File: src/rtl/shot_seq_pkg.sv
// Shared types and constants for the shot sequencer: FSM state encoding,
// default frame counts and the frame counter width.
package shot_seq_pkg;

    localparam int FRAME_CNT_W = 4;

    localparam int DEFAULT_BLANK_FRAMES    = 1;
    localparam int DEFAULT_TARGET_FRAMES   = 1;
    localparam int DEFAULT_COOLDOWN_FRAMES = 8;
    localparam int DEFAULT_SHOTS_PER_ROUND = 3;

    typedef logic [FRAME_CNT_W-1:0] frame_cnt_t;

    typedef enum logic [2:0] {
        S_IDLE     = 3'd0,
        S_ARM      = 3'd1,
        S_BLANK    = 3'd2,
        S_TARGET   = 3'd3,
        S_RESOLVE  = 3'd4,
        S_COOLDOWN = 3'd5
    } state_t;

endpackage

File: src/rtl/sync_2ff.sv
// Two-flop synchronizer for a single asynchronous level input, reset to 0.
module sync_2ff (
    input  logic clk,
    input  logic rst,
    input  logic i_d,
    output logic o_q
);

    logic r_meta;
    logic r_sync;

    // Shift the raw input through two flops so the second one is safe to use
    always_ff @(posedge clk) begin
        if (rst) begin
            r_meta <= 1'b0;
            r_sync <= 1'b0;
        end else begin
            r_meta <= i_d;
            r_sync <= r_meta;
        end
    end

    assign o_q = r_sync;

endmodule

File: src/rtl/shot_sequencer.sv
// Shot sequencer: accepts a trigger, spends ammunition and, for the light
// gun, runs the blank / target-box flash sequence while sampling the
// photodetector. Each accepted shot ends with exactly one hit or miss pulse.
// The input mode is captured by the branch taken out of IDLE (ARM for the
// gun, RESOLVE for the mouse), so later changes of gun_is_connected have
// no effect until the shot is back in IDLE.
module shot_sequencer
    import shot_seq_pkg::*;
#(
    parameter int BLANK_FRAMES    = DEFAULT_BLANK_FRAMES,
    parameter int TARGET_FRAMES   = DEFAULT_TARGET_FRAMES,
    parameter int COOLDOWN_FRAMES = DEFAULT_COOLDOWN_FRAMES,
    parameter int SHOTS_PER_ROUND = DEFAULT_SHOTS_PER_ROUND
) (
    input  logic       clk,
    input  logic       rst,
    input  logic       i_frame_start,
    input  logic       i_round_start,
    input  logic       i_gun_is_connected,
    input  logic       i_trigger_pulse,
    input  logic       i_gun_photodetector,
    input  logic       i_mouse_on_target,
    output logic       o_screen_black,
    output logic       o_draw_target_box,
    output logic       o_hit,
    output logic       o_miss,
    output logic [1:0] o_shots_left,
    output logic       o_out_of_ammo,
    output logic       o_busy
);

    localparam frame_cnt_t BLANK_LAST    = frame_cnt_t'(BLANK_FRAMES - 1);
    localparam frame_cnt_t TARGET_LAST   = frame_cnt_t'(TARGET_FRAMES - 1);
    localparam frame_cnt_t COOLDOWN_LAST = frame_cnt_t'(COOLDOWN_FRAMES - 1);
    localparam logic [1:0] SHOTS_LOAD    = 2'(SHOTS_PER_ROUND);

    state_t     r_state;
    state_t     w_next_state;
    frame_cnt_t r_frame_cnt;
    logic [1:0] r_shots_left;
    logic [1:0] w_shots_avail;
    logic       r_seen;
    logic       r_cheat;
    logic       w_pd_sync;
    logic       w_accept;
    logic       w_blank_done;
    logic       w_target_done;
    logic       w_cooldown_done;
    logic       w_screen_black;
    logic       w_draw_target_box;
    logic       w_hit;
    logic       w_miss;
    logic       r_screen_black;
    logic       r_draw_target_box;
    logic       r_hit;
    logic       r_miss;

    sync_2ff u_pd_sync (
        .clk (clk),
        .rst (rst),
        .i_d (i_gun_photodetector),
        .o_q (w_pd_sync)
    );

    // A reload in the same cycle as a trigger counts before the shot is taken
    assign w_shots_avail   = i_round_start ? SHOTS_LOAD : r_shots_left;
    assign w_accept        = (r_state == S_IDLE) && i_trigger_pulse && (w_shots_avail != 2'd0);
    assign w_blank_done    = i_frame_start && (r_frame_cnt == BLANK_LAST);
    assign w_target_done   = i_frame_start && (r_frame_cnt == TARGET_LAST);
    assign w_cooldown_done = i_frame_start && (r_frame_cnt == COOLDOWN_LAST);

    // State register
    always_ff @(posedge clk) begin
        if (rst) begin
            r_state <= S_IDLE;
        end else begin
            r_state <= w_next_state;
        end
    end

    // Next-state logic: frame_start paces every step of the gun sequence
    always_comb begin
        w_next_state = r_state;
        case (r_state)
            S_IDLE: begin
                if (w_accept) begin
                    w_next_state = i_gun_is_connected ? S_ARM : S_RESOLVE;
                end
            end
            S_ARM: begin
                if (i_frame_start) begin
                    w_next_state = S_BLANK;
                end
            end
            S_BLANK: begin
                if (w_blank_done) begin
                    w_next_state = S_TARGET;
                end
            end
            S_TARGET: begin
                if (w_target_done) begin
                    w_next_state = S_RESOLVE;
                end
            end
            S_RESOLVE: begin
                w_next_state = (COOLDOWN_FRAMES == 0) ? S_IDLE : S_COOLDOWN;
            end
            S_COOLDOWN: begin
                if (w_cooldown_done) begin
                    w_next_state = S_IDLE;
                end
            end
            default: begin
                w_next_state = S_IDLE;
            end
        endcase
    end

    // Output decode; draw controls follow the state being entered so the
    // registered copies line up with the state change
    always_comb begin
        w_screen_black    = (w_next_state == S_BLANK) || (w_next_state == S_TARGET);
        w_draw_target_box = (w_next_state == S_TARGET);
        w_hit             = (r_state == S_RESOLVE) && r_seen && !r_cheat;
        w_miss            = (r_state == S_RESOLVE) && !(r_seen && !r_cheat);
    end

    // Output registers
    always_ff @(posedge clk) begin
        if (rst) begin
            r_screen_black    <= 1'b0;
            r_draw_target_box <= 1'b0;
            r_hit             <= 1'b0;
            r_miss            <= 1'b0;
        end else begin
            r_screen_black    <= w_screen_black;
            r_draw_target_box <= w_draw_target_box;
            r_hit             <= w_hit;
            r_miss            <= w_miss;
        end
    end

    // Ammunition: reload on round_start, spend one per accepted trigger
    always_ff @(posedge clk) begin
        if (rst) begin
            r_shots_left <= 2'd0;
        end else if (w_accept) begin
            r_shots_left <= w_shots_avail - 2'd1;
        end else if (i_round_start) begin
            r_shots_left <= SHOTS_LOAD;
        end
    end

    // Frame counter: restarts on every state change, counts frame_starts within a state
    always_ff @(posedge clk) begin
        if (rst) begin
            r_frame_cnt <= '0;
        end else if (w_next_state != r_state) begin
            r_frame_cnt <= '0;
        end else if (i_frame_start) begin
            r_frame_cnt <= r_frame_cnt + 1'b1;
        end
    end

    // Seen/cheat flags: light during blank frames means the gun is aimed at a lamp
    always_ff @(posedge clk) begin
        if (rst) begin
            r_seen  <= 1'b0;
            r_cheat <= 1'b0;
        end else begin
            case (r_state)
                S_IDLE: begin
                    if (w_accept) begin
                        r_seen  <= i_gun_is_connected ? 1'b0 : i_mouse_on_target;
                        r_cheat <= 1'b0;
                    end
                end
                S_ARM: begin
                    if (i_frame_start) begin
                        r_seen  <= 1'b0;
                        r_cheat <= 1'b0;
                    end
                end
                S_BLANK: begin
                    if (w_pd_sync) begin
                        r_cheat <= 1'b1;
                    end
                end
                S_TARGET: begin
                    if (w_pd_sync) begin
                        r_seen <= 1'b1;
                    end
                end
                default: begin
                end
            endcase
        end
    end

    assign o_screen_black    = r_screen_black;
    assign o_draw_target_box = r_draw_target_box;
    assign o_hit             = r_hit;
    assign o_miss            = r_miss;
    assign o_shots_left      = r_shots_left;
    assign o_out_of_ammo     = (r_shots_left == 2'd0);
    assign o_busy            = (r_state != S_IDLE);

endmodule

File: config.mk
export PLATFORM = sky130hd
export DESIGN_NAME = shot_sequencer
export DESIGN_NICKNAME = d
export VERILOG_FILES = /design/src/rtl/shot_seq_pkg.sv /design/src/rtl/sync_2ff.sv /design/src/rtl/shot_sequencer.sv
export SDC_FILE = /design/constraint.sdc
export NUM_CORES = 1
export LEC_CHECK = 0
export ABC_AREA = 1
export BUFFER_PORTS_ARGS = -buffer_cell sky130_fd_sc_hd__buf_2
export CELL_PAD_IN_SITES_DETAIL_PLACEMENT = 1
export CELL_PAD_IN_SITES_GLOBAL_PLACEMENT = 2
export CORE_MARGIN = 2
export CORE_UTILIZATION = 29
export DETAILED_ROUTE_END_ITERATION = 16
export GPL_TIMING_DRIVEN = 0
export PLACE_DENSITY = 0.88
export SYNTH_ARGS = -nofsm -noshare
export SYNTH_HDL_FRONTEND = slang
export SYNTH_SLANG_ARGS = --single-unit
export TNS_END_PERCENT = 100
File: constraint.sdc
create_clock -name clk -period 1.7 [get_ports clk]
set_clock_uncertainty 0.05 [all_clocks]
set_input_delay 0.34 -clock clk [delete_from_list [all_inputs] [get_ports clk]]
set_output_delay 0.34 -clock clk [all_outputs]
set_load 0.01 [all_outputs]
**Word-level counts from Yosys, hierarchy flattened**

Cells that the tools add are included.

- Register bits after elaboration: 17
- Logic and storage cells: 63

- $add $sub $neg: 2
- Eq/ne operators: 13
- Mux-type cells: 16
- Reduce and logical (&&, ||, !) cells: 21

Operators by type and width:

| kind | number |
|---|---|
| 2-to-1 mux 3 bit | 6 |
| one-hot mux 3 bit (6 select lines) | 1 |
| == test 3 x 2 -> 1 bit (second input constant) | 4 |
| nonzero test 3 bit | 3 |
| logical AND 1 bit | 8 |
| AND reduction 4 bit | 2 |
| == test 3 bit (second input constant) | 2 |
| one-hot mux 1 bit (3 select lines) | 2 |
| 2-to-1 mux 1 bit | 5 |
| adder 4 x 1 -> 4 bit (second input constant) | 1 |
| == test 4 x 3 -> 1 bit (second input constant) | 1 |
| zero test 4 bit | 1 |
| 2-to-1 mux 2 bit | 2 |
| != test 2 x 1 -> 1 bit (second input constant) | 2 |
| != test 2 bit (second input constant) | 2 |
| == test 3 x 1 -> 1 bit (second input constant) | 1 |
| zero test 3 bit | 1 |
| != test 3 bit | 1 |
| zero test 1 bit | 2 |
| zero test 2 bit | 1 |
| nonzero test 2 bit | 1 |
| OR reduction 2 bit | 1 |
| subtractor 2 x 1 -> 2 bit (second input constant) | 1 |
| logical OR 1 bit | 1 |

**Longest topological paths before layout**

Gate-level depths: netlist of the first run.

- Depth after elaboration: 7
- Depth in mapped cells: 13
- Gate-level depth less buffers: 13

**By module**

A second synthesis of the first run with hierarchy kept.

- Cell total of the unflattened synthesis: 123
- Area total of the unflattened synthesis: 845.8 um^2

By module, submodules not included:

| module | times used | cells an instance | area each (um^2) | seq. area each (um^2) |
|---|---|---|---|---|
| shot_sequencer | 1 | 117 | 790.8 | 300.3 |
| sync_2ff | 1 | 6 | 55.1 | 40.0 |

**Least setup slack after synthesis of the first run**

No wires, ideal clock.

- Path type: register to register
- Start point: register r_shots_left[0] (netlist: o_shots_left[0])
- End point: register r_frame_cnt[1]
- Library setup time: 64 ps
- Arrival: 1,326 ps
- Path slack: 260 ps
- Cell stages (with the launch flop): 10
- Buffers on the path: 0
- Period minus slack after synthesis: 1,440 ps
- Cell sequence: dfxtp_1 -> nor2_1 -> ha_1 -> nor2_1 -> nand4_1 -> nand3_1 -> nand2_1 -> nor2_1 -> nand2_2 -> nor2_1

- Longest elaborated chain between the ends: 7

RTL lines:

| item | RTL line | source |
|---|---|---|
| from (decl) | shot_sequencer.sv:40 | `logic [1:0] r_shots_left;` |
| from (signal assigned) | shot_sequencer.sv:148 | `r_shots_left <= w_shots_avail - 2'd1;` |
| 2-to-1 mux 2 bit | - |  |
| nonzero test 2 bit | shot_sequencer.sv:67 | `assign w_accept = (r_state == S_IDLE) && i_trigger_pulse && (w_shots_avail != 2'd0);` |
| logical AND 1 bit | shot_sequencer.sv:67 |  |
| 2-to-1 mux 3 bit | shot_sequencer.sv:86 | `if (w_accept) begin` |
| one-hot mux 3 bit (6 select lines) | shot_sequencer.sv:84 | `case (r_state)` |
| != test 3 bit | shot_sequencer.sv:158 | `end else if (w_next_state != r_state) begin` |
| OR reduction 2 bit (no line) | - |  |
| to (signal assigned) | shot_sequencer.sv:161 | `r_frame_cnt <= r_frame_cnt + 1'b1;` |
| to (decl) | shot_sequencer.sv:39 | `frame_cnt_t r_frame_cnt;` |

No other way between the ends.
A chain may end at the register's enable or synchronous reset.

**Final worst setup path of the first run**

- Start point: register r_state[0]
- End point: output port o_busy

- Longest elaborated chain between the ends: 1

RTL lines:

| item | RTL line | source |
|---|---|---|
| from (decl) | shot_sequencer.sv:37 | `state_t r_state;` |
| from (signal assigned) | shot_sequencer.sv:77 | `r_state <= w_next_state;` |
| nonzero test 3 bit | shot_sequencer.sv:206 | `assign o_busy = (r_state != S_IDLE);` |
| to (decl) | shot_sequencer.sv:29 | `output logic o_busy` |

No other way between the ends.

==> results by group, run 1 <==
Die
  • Die Wd: 58.1 µm
  • Core Box Area: 2760 µm²
  • Total Die Area: 3370 µm²
  • Initial core utilization: 30.8%
  • Die Ht: 58.1 µm
  • I/O pin count: 16
  • FP Rows: 19

GRT
  • Antenna violations before repair: 0
  • Global route overflow: 0
  • Vias in the first global route: 779
  • Total track usage: 13.0%
  • Pin count of the biggest net entering global routing: 11
  • First-pass GRT wire length: 3.29 mm

Detailed routing
  • Pre-Repair DR Iteration Count: 4
  • Drt wl/cell: 11.5 µm
  • Via Count: 818
  • ANT nets after route: 0
  • Drc violations: 0
  • DRT Wirelength: 1.95 mm
  • Via/cell ratio: 4.84
  • DR iter-0 viols: 14

Placed design
  • PortBufs: 13
  • Placed cells: 165
  • RePlAce Congestion: 0.800
  • Post-DP HPWL: 1.55 mm

Yosys
  • Synth top cells by count: nor2_1, inv_1, nand2_1
  • Synth warn: 0
  • Mapped Cells: 121
  • Yosys top cell by area: dfxtp_1
  • Synth unique cells: 24
  • Top_reg_cell synth: dfxtp_1
  • Post-synth EDFFs: 0
  • Synth top area cells: dfxtp_1, nor2_1, inv_1
  • Synthesized cell area: 848 µm²
  • Sequential share of the synthesized area: 40.1%
  • Synth top area share: 40.1%
  • Synth Register Bits: 17
  • Synthesized net count: 132
  • Synth Area per Inst: 7.01 µm²
  • Share of async-settable or async-resettable flops after synthesis: 0%
  • Top-count cell post-synth: nor2_1

CTS
  • Setup Buffers After CTS: 0
  • H-tree Lvls: 1
  • Latest clock arrival within the worst-skew pair: 0.30 ns
  • Root Buffer Master: clkbuf_4
  • CTS tree: done
  • CTS clk-pin slew, worst paths: 0.11 ns
  • Clk sinks: 17
  • Clk buf depth: 2
  • Inserted Clock Buffers: 3

STA
  • Total Neg Setup Slack: 0 ns
  • Tightest Pin Transition: 0.331 ns
  • Final hold slack: 0.187 ns
  • Peak Freq: 0.636 GHz
  • Max_slew headroom: 77.7%
  • Slew Viols, Final: 0
  • Final period util: 92.5%
  • Minimum clock period: 1.57 ns
  • RSZ-0062 raised after global routing: no
  • Hold Vio Cnt, Final: 0
  • # setup viols final: 0

Setup path
  • Worst setup startpoint: r_state[0]
  • Worst-path fanout max: 7
  • CP startpoint kind: flop
  • R2r startpoint: r_frame_cnt[0]
  • WS Path Type: reg -> out
  • Critical Path Sink Type: output pin
  • Critical path arrival: 1.18 ns
  • CP required: 1.31 ns

Min path
  • HP Class: in -> reg
  • Hold Path Origin: i_gun_photodetector

Layout
  • Final nets: 150
  • Fillers: 372
  • Cell Count, Final, Fillers Out: 169
  • Layout cells sized above 1: 23.9%
  • Layout area overhead: 17.3%
  • Antenna diodes: 0

Power and ir drop
  • Static leakage: 0.000489 µW
  • PwrDens: 967 nW/µm²
  • VDD IR max: 0.000446 V

Run
  • Max-Cap Viols: 0

Run status
  • Outcome: completed
-- power breakdown --
group / switching (µW) / internal (µW)
combinational: 160 / 101
clock: 137 / 87.6
sequential: 36.7 / 439
total: 333 / 628
-- metal layers --
| layer | track usage [%] | part of all wire, % |
|---|---|---|
| met2 | 23.9 | 48 |
| met3 | 4.24 | 4.5 |
| met1 | 14.0 | 46 |
| met5 | 0 | 0 |
| met4 | 3.99 | 1.1 |
-- cell usage in the layout (no fill, tap or decap), types with 3 or more instances in the layout --
| cell type | n |
|---|---|
| a21oi_1 | 4 |
| buf_2 | 13 |
| clkbuf_4 | 3 |
| dfxtp_1 | 14 |
| dfxtp_2 | 3 |
| ha_1 | 3 |
| inv_1 | 18 |
| nand2_1 | 18 |
| nand2_2 | 3 |
| nand3_1 | 10 |
| nand4_1 | 3 |
| nor2_1 | 18 |
| nor2_2 | 5 |
| nor3_1 | 3 |
| o21ai_0 | 4 |
-- cells by family after synthesis --
group                      Yosys count  share of synthesized area, %
buffers and inverters               21                          9.73
and+or+nand+nor                     63                          33.5
adders and majority gates            3                          4.43
AOI/OAI and AO/OA                   14                          9.15
xor gates and xnor gates             3                          3.10
DFF                                 17                          40.1
-- cell type report --
class | instances | area, µm² | area share [%]
inverters | 19 | 71.3 | 7.17
clock buffers | 3 | 22.5 | 2.26
repair buffers | 13 | 65.1 | 6.54
flip-flops and latches | 17 | 344 | 34.6
multi-input cells | 83 | 437 | 43.9
clock inverters | 1 | 5.00 | 0.503
well taps | 31 | 38.8 | 3.90
plain buffers | 2 | 11.3 | 1.13
-- metrics by stage --
step           total power, µW  instance area (µm²)  worst slack [ns]  util, %
2_1_floorplan              663                  848             0.260        -
3_3_place_gp               731                  952            0.0519     34.5
3_5_place_dp               740                  952           0.00428     34.5
4_1_cts                    969                  980            0.0761     35.5
5_1_grt                   1040                  995            0.0144     36.1
6_report                   961                  995             0.127     36.1
-- path summary, 6_finish.rpt --
kind,endpoint,cells past startpoint,slack (ns)
setup / recovery,o_busy,3,0.13
hold / removal,u_pd_sync.r_meta,3,0.19
setup reg to reg,r_frame_cnt[0],13,0.19
hold reg to reg,u_pd_sync.o_q,2,0.37
-- registers in the layout (all words and copies together), names as in the netlist --
signal	cells
u_pd_sync.r_meta	1
u_pd_sync.o_q	1
r_frame_cnt	4
r_seen	1
o_draw_target_box	1
o_hit	1
o_miss	1
o_screen_black	1
o_shots_left	2
r_cheat	1
r_state	3
-- critical path, cell delays in order, from the launching register on --
cell	delay (ns)
dfxtp_1	0.48
inv_2	0.12
nand2_1	0.14
buf_2	0.15
-- repair_timing --
action | in CTS | in global routing
resized for setup | 0 | 7
endpoints found under the setup margin | 0 | 7
hold buffers | 0 | 0
Note: power is estimated with default switching activity, not from simulation.
==> inputs of run 2 (changes only) <==
CORE_UTILIZATION = 30   (was 29)
PLACE_DENSITY = 0.9   (was 0.88)
clock period = 1.9 ns   (was 1.7 ns; I/O delays follow)
==> run 2 against run 1 <==
Setup slack gained 0.087 ns. Non-clock buffer count is the same. Total power shrank 11%. Sequential cell count is the same. Critical endpoint unchanged. Hold slack gained 0.042 ns. Die area shrank 3.1%. Core utilization is essentially flat. Via count shrank 3.9%. Clock-buffer cell count grew 1. Sequential share of layout area grew 0.19 points. Critical path depth is the same. Final cell count is the same.
==> results by group, run 2 (synthesized netlist as in run 1, its figures left out) <==
Die
  • Die Wd: 57.2 µm (-1.6%)
  • Core Box Area: 2710 µm² (-1.7%)
  • Die Ht: 57.2 µm (-1.6%)
  • FP Rows: 19 (unchanged)
  • Initial core utilization: 31.3% (+0.54 points)
  • I/O pin count: 16 (unchanged)
  • Total Die Area: 3270 µm² (-3.1%)

GRT
  • Global route overflow: 0 (unchanged)
  • Antenna violations before repair: 0 (unchanged)
  • First-pass GRT wire length: 3.50 mm (+6.3%)
  • Pin count of the biggest net entering global routing: 10 (-1)
  • Vias in the first global route: 824 (+5.8%)
  • Total track usage: 13.7% (+0.74 points)

Detailed routing
  • Drt wl/cell: 11.4 µm (-1.6%)
  • Drc violations: 0 (unchanged)
  • DR iter-0 viols: 7 (-7)
  • ANT nets after route: 0 (unchanged)
  • Via Count: 786 (-3.9%)
  • DRT Wirelength: 1.92 mm (-1.6%)
  • Via/cell ratio: 4.65 (-3.9%)
  • Pre-Repair DR Iteration Count: 4 (unchanged)

Placed design
  • PortBufs: 13 (unchanged)
  • Placed cells: 165 (unchanged)
  • Post-DP HPWL: 1.56 mm (+0.66%)
  • RePlAce Congestion: 0.763 (-4.6%)
  • Pre-CTS WS: 0.120 ns (+0.116 ns)

Setup path
  • CP startpoint kind: flop
  • Crit-path slowest cell: dfxtp_1
  • R2R setup slack: 0.25 ns (+0.06 ns)
  • WS Path Type: reg -> out
  • CP required: 1.47 ns (+0.16 ns)
  • Slowest stage delay, CP: 0.39 ns (-0.09 ns)
  • Reg-to-reg endpoint: r_frame_cnt[3]
  • Critical path arrival: 1.26 ns (+0.08 ns)
  • R2r startpoint: o_shots_left[1]
  • Worst-path fanout max: 7 (unchanged)
  • CP cell instances: nor2_1 -> nand2_1 -> buf_2
  • Depth of the most critical reg-to-reg path: 9 (-4)
  • Critical Path Sink Type: output pin

CTS
  • CTS tree: done
  • Hold buffers post-CTS: 0 (unchanged)
  • H-tree Lvls: 1 (unchanged)
  • Root Buffer Master: clkbuf_4
  • Inserted Clock Buffers: 3 (unchanged)
  • CTS-repair resized insts: 0 (unchanged)
  • Latest clock arrival within the worst-skew pair: 0.30 ns (about the same)
  • CTS clk-pin slew, worst paths: 0.09 ns (-0.02 ns)
  • Clk sinks: 17 (unchanged)
  • Setup Buffers After CTS: 0 (unchanged)
  • Clk buf depth: 2 (unchanged)

Run
  • Max-Cap Viols: 0 (unchanged)

STA
  • Total Neg Setup Slack: 0 ns (unchanged)
  • Max_slew headroom: 77.4% (-0.24 points)
  • Peak Freq: 0.593 GHz
  • Tightest Pin Transition: 0.335 ns (+0.00360 ns)
  • Minimum clock period: 1.69 ns
  • Min setup slack post-route: 0.214 ns (+0.0872 ns)
  • # setup viols final: 0 (unchanged)
  • Final period util: 88.7%
  • Slew Viols, Final: 0 (unchanged)
  • RSZ-0062 raised after global routing: no
  • Hold Vio Cnt, Final: 0 (unchanged)

Power and ir drop
  • VDD IR max: 0.000455 V (+2.1%)
  • Static leakage: 0.000484 µW (-0.96%)
  • PwrDens: 870 nW/µm² (-10%)

Run status
  • Outcome: completed

Layout
  • Fillers: 364 (-2.2%)
  • Final nets: 150 (unchanged)
  • Commonest non-fill, non-tap cell in the layout: nor2_1
  • Reg with most FFs: r_frame_cnt
  • Core Util, Final: 36.1% (about the same)
  • Flip-flop count of the largest register after layout: 4 (unchanged)
  • Cell Count, Final, Fillers Out: 169 (unchanged)
  • Layout cells sized above 1: 18.1% (-5.8 points)
  • Layout area overhead: 15.3%
  • Most frequent cells in the layout: nor2_1, inv_1, nand2_1, dfxtp_1, buf_2
  • Antenna diodes: 0 (unchanged)

Min path
  • Hold Crit Endpoint: u_pd_sync.r_meta
  • Hold depth: 3 (unchanged)
  • Hold Path Origin: i_gun_photodetector
  • HP Class: in -> reg
-- run 2: cell types whose count changed in the layout (fill, tap and decap cells not counted) --
cell      before  now
nor2_1        18   21
o21ai_1        1    2
nor2_2         5    2
o21ai_2        1    0
clkbuf_1       1    2
clkinv_2       1    0
dfxtp_1       14   17
dfxtp_2        3    0
-- run 2: critical path: cells and delay by family (launching register included) --
kind | cells | cell delay, ns
flops | 1 | 0.39
simple gates | 2 | 0.40
buf+inv | 1 | 0.17
-- run 2: power breakdown --
group	switching [µW]	internal (µW)
clock	115	81.9
sequential	30.3	391
combinational	145	87.5
total	291	561
-- run 2: metal layers --
layer  routed length (µm)  GRT usage [%]  vias up  share of wire, %
met5                    0              0        -                 0
met4                   46           6.98        0               2.4
met3                   46           2.27        5               2.4
met2                  972           23.5        7                51
met1                  853           16.5      354                44
li1                     -              -      420                 -
-- run 2: area by class of cell --
class,count,area (µm²),share of cell area [%]
tap,31,38.8,3.96
multi-input combinational,83,425,43.5
clock buffer,4,26.3,2.69
timing repair buffer,13,65.1,6.65
sequential,17,340,34.8
buffer,2,11.3,1.15
inverter,19,71.3,7.29
-- run 2: worst max-delay path by stage --
stage,from,end,slack (ns)
final,r_state[1],o_busy,0.21
after global routing,o_shots_left[1],r_frame_cnt[0],0.07
after CTS,r_state[1],o_busy,0.21
after detailed placement,i_round_start,r_frame_cnt[3],0.12
after global placement,i_round_start,r_frame_cnt[0],0.17
after floorplan,o_shots_left[0],r_frame_cnt[1],0.46
-- run 2: stage by stage --
step	hold slack, ns	instance area [µm²]	power, µW
final	0.229	978	851
after global placement	0.344	952	653
after CTS	0.224	978	866
after global routing	0.237	978	917
after floorplan	0.338	848	593
after detailed placement	0.348	952	664
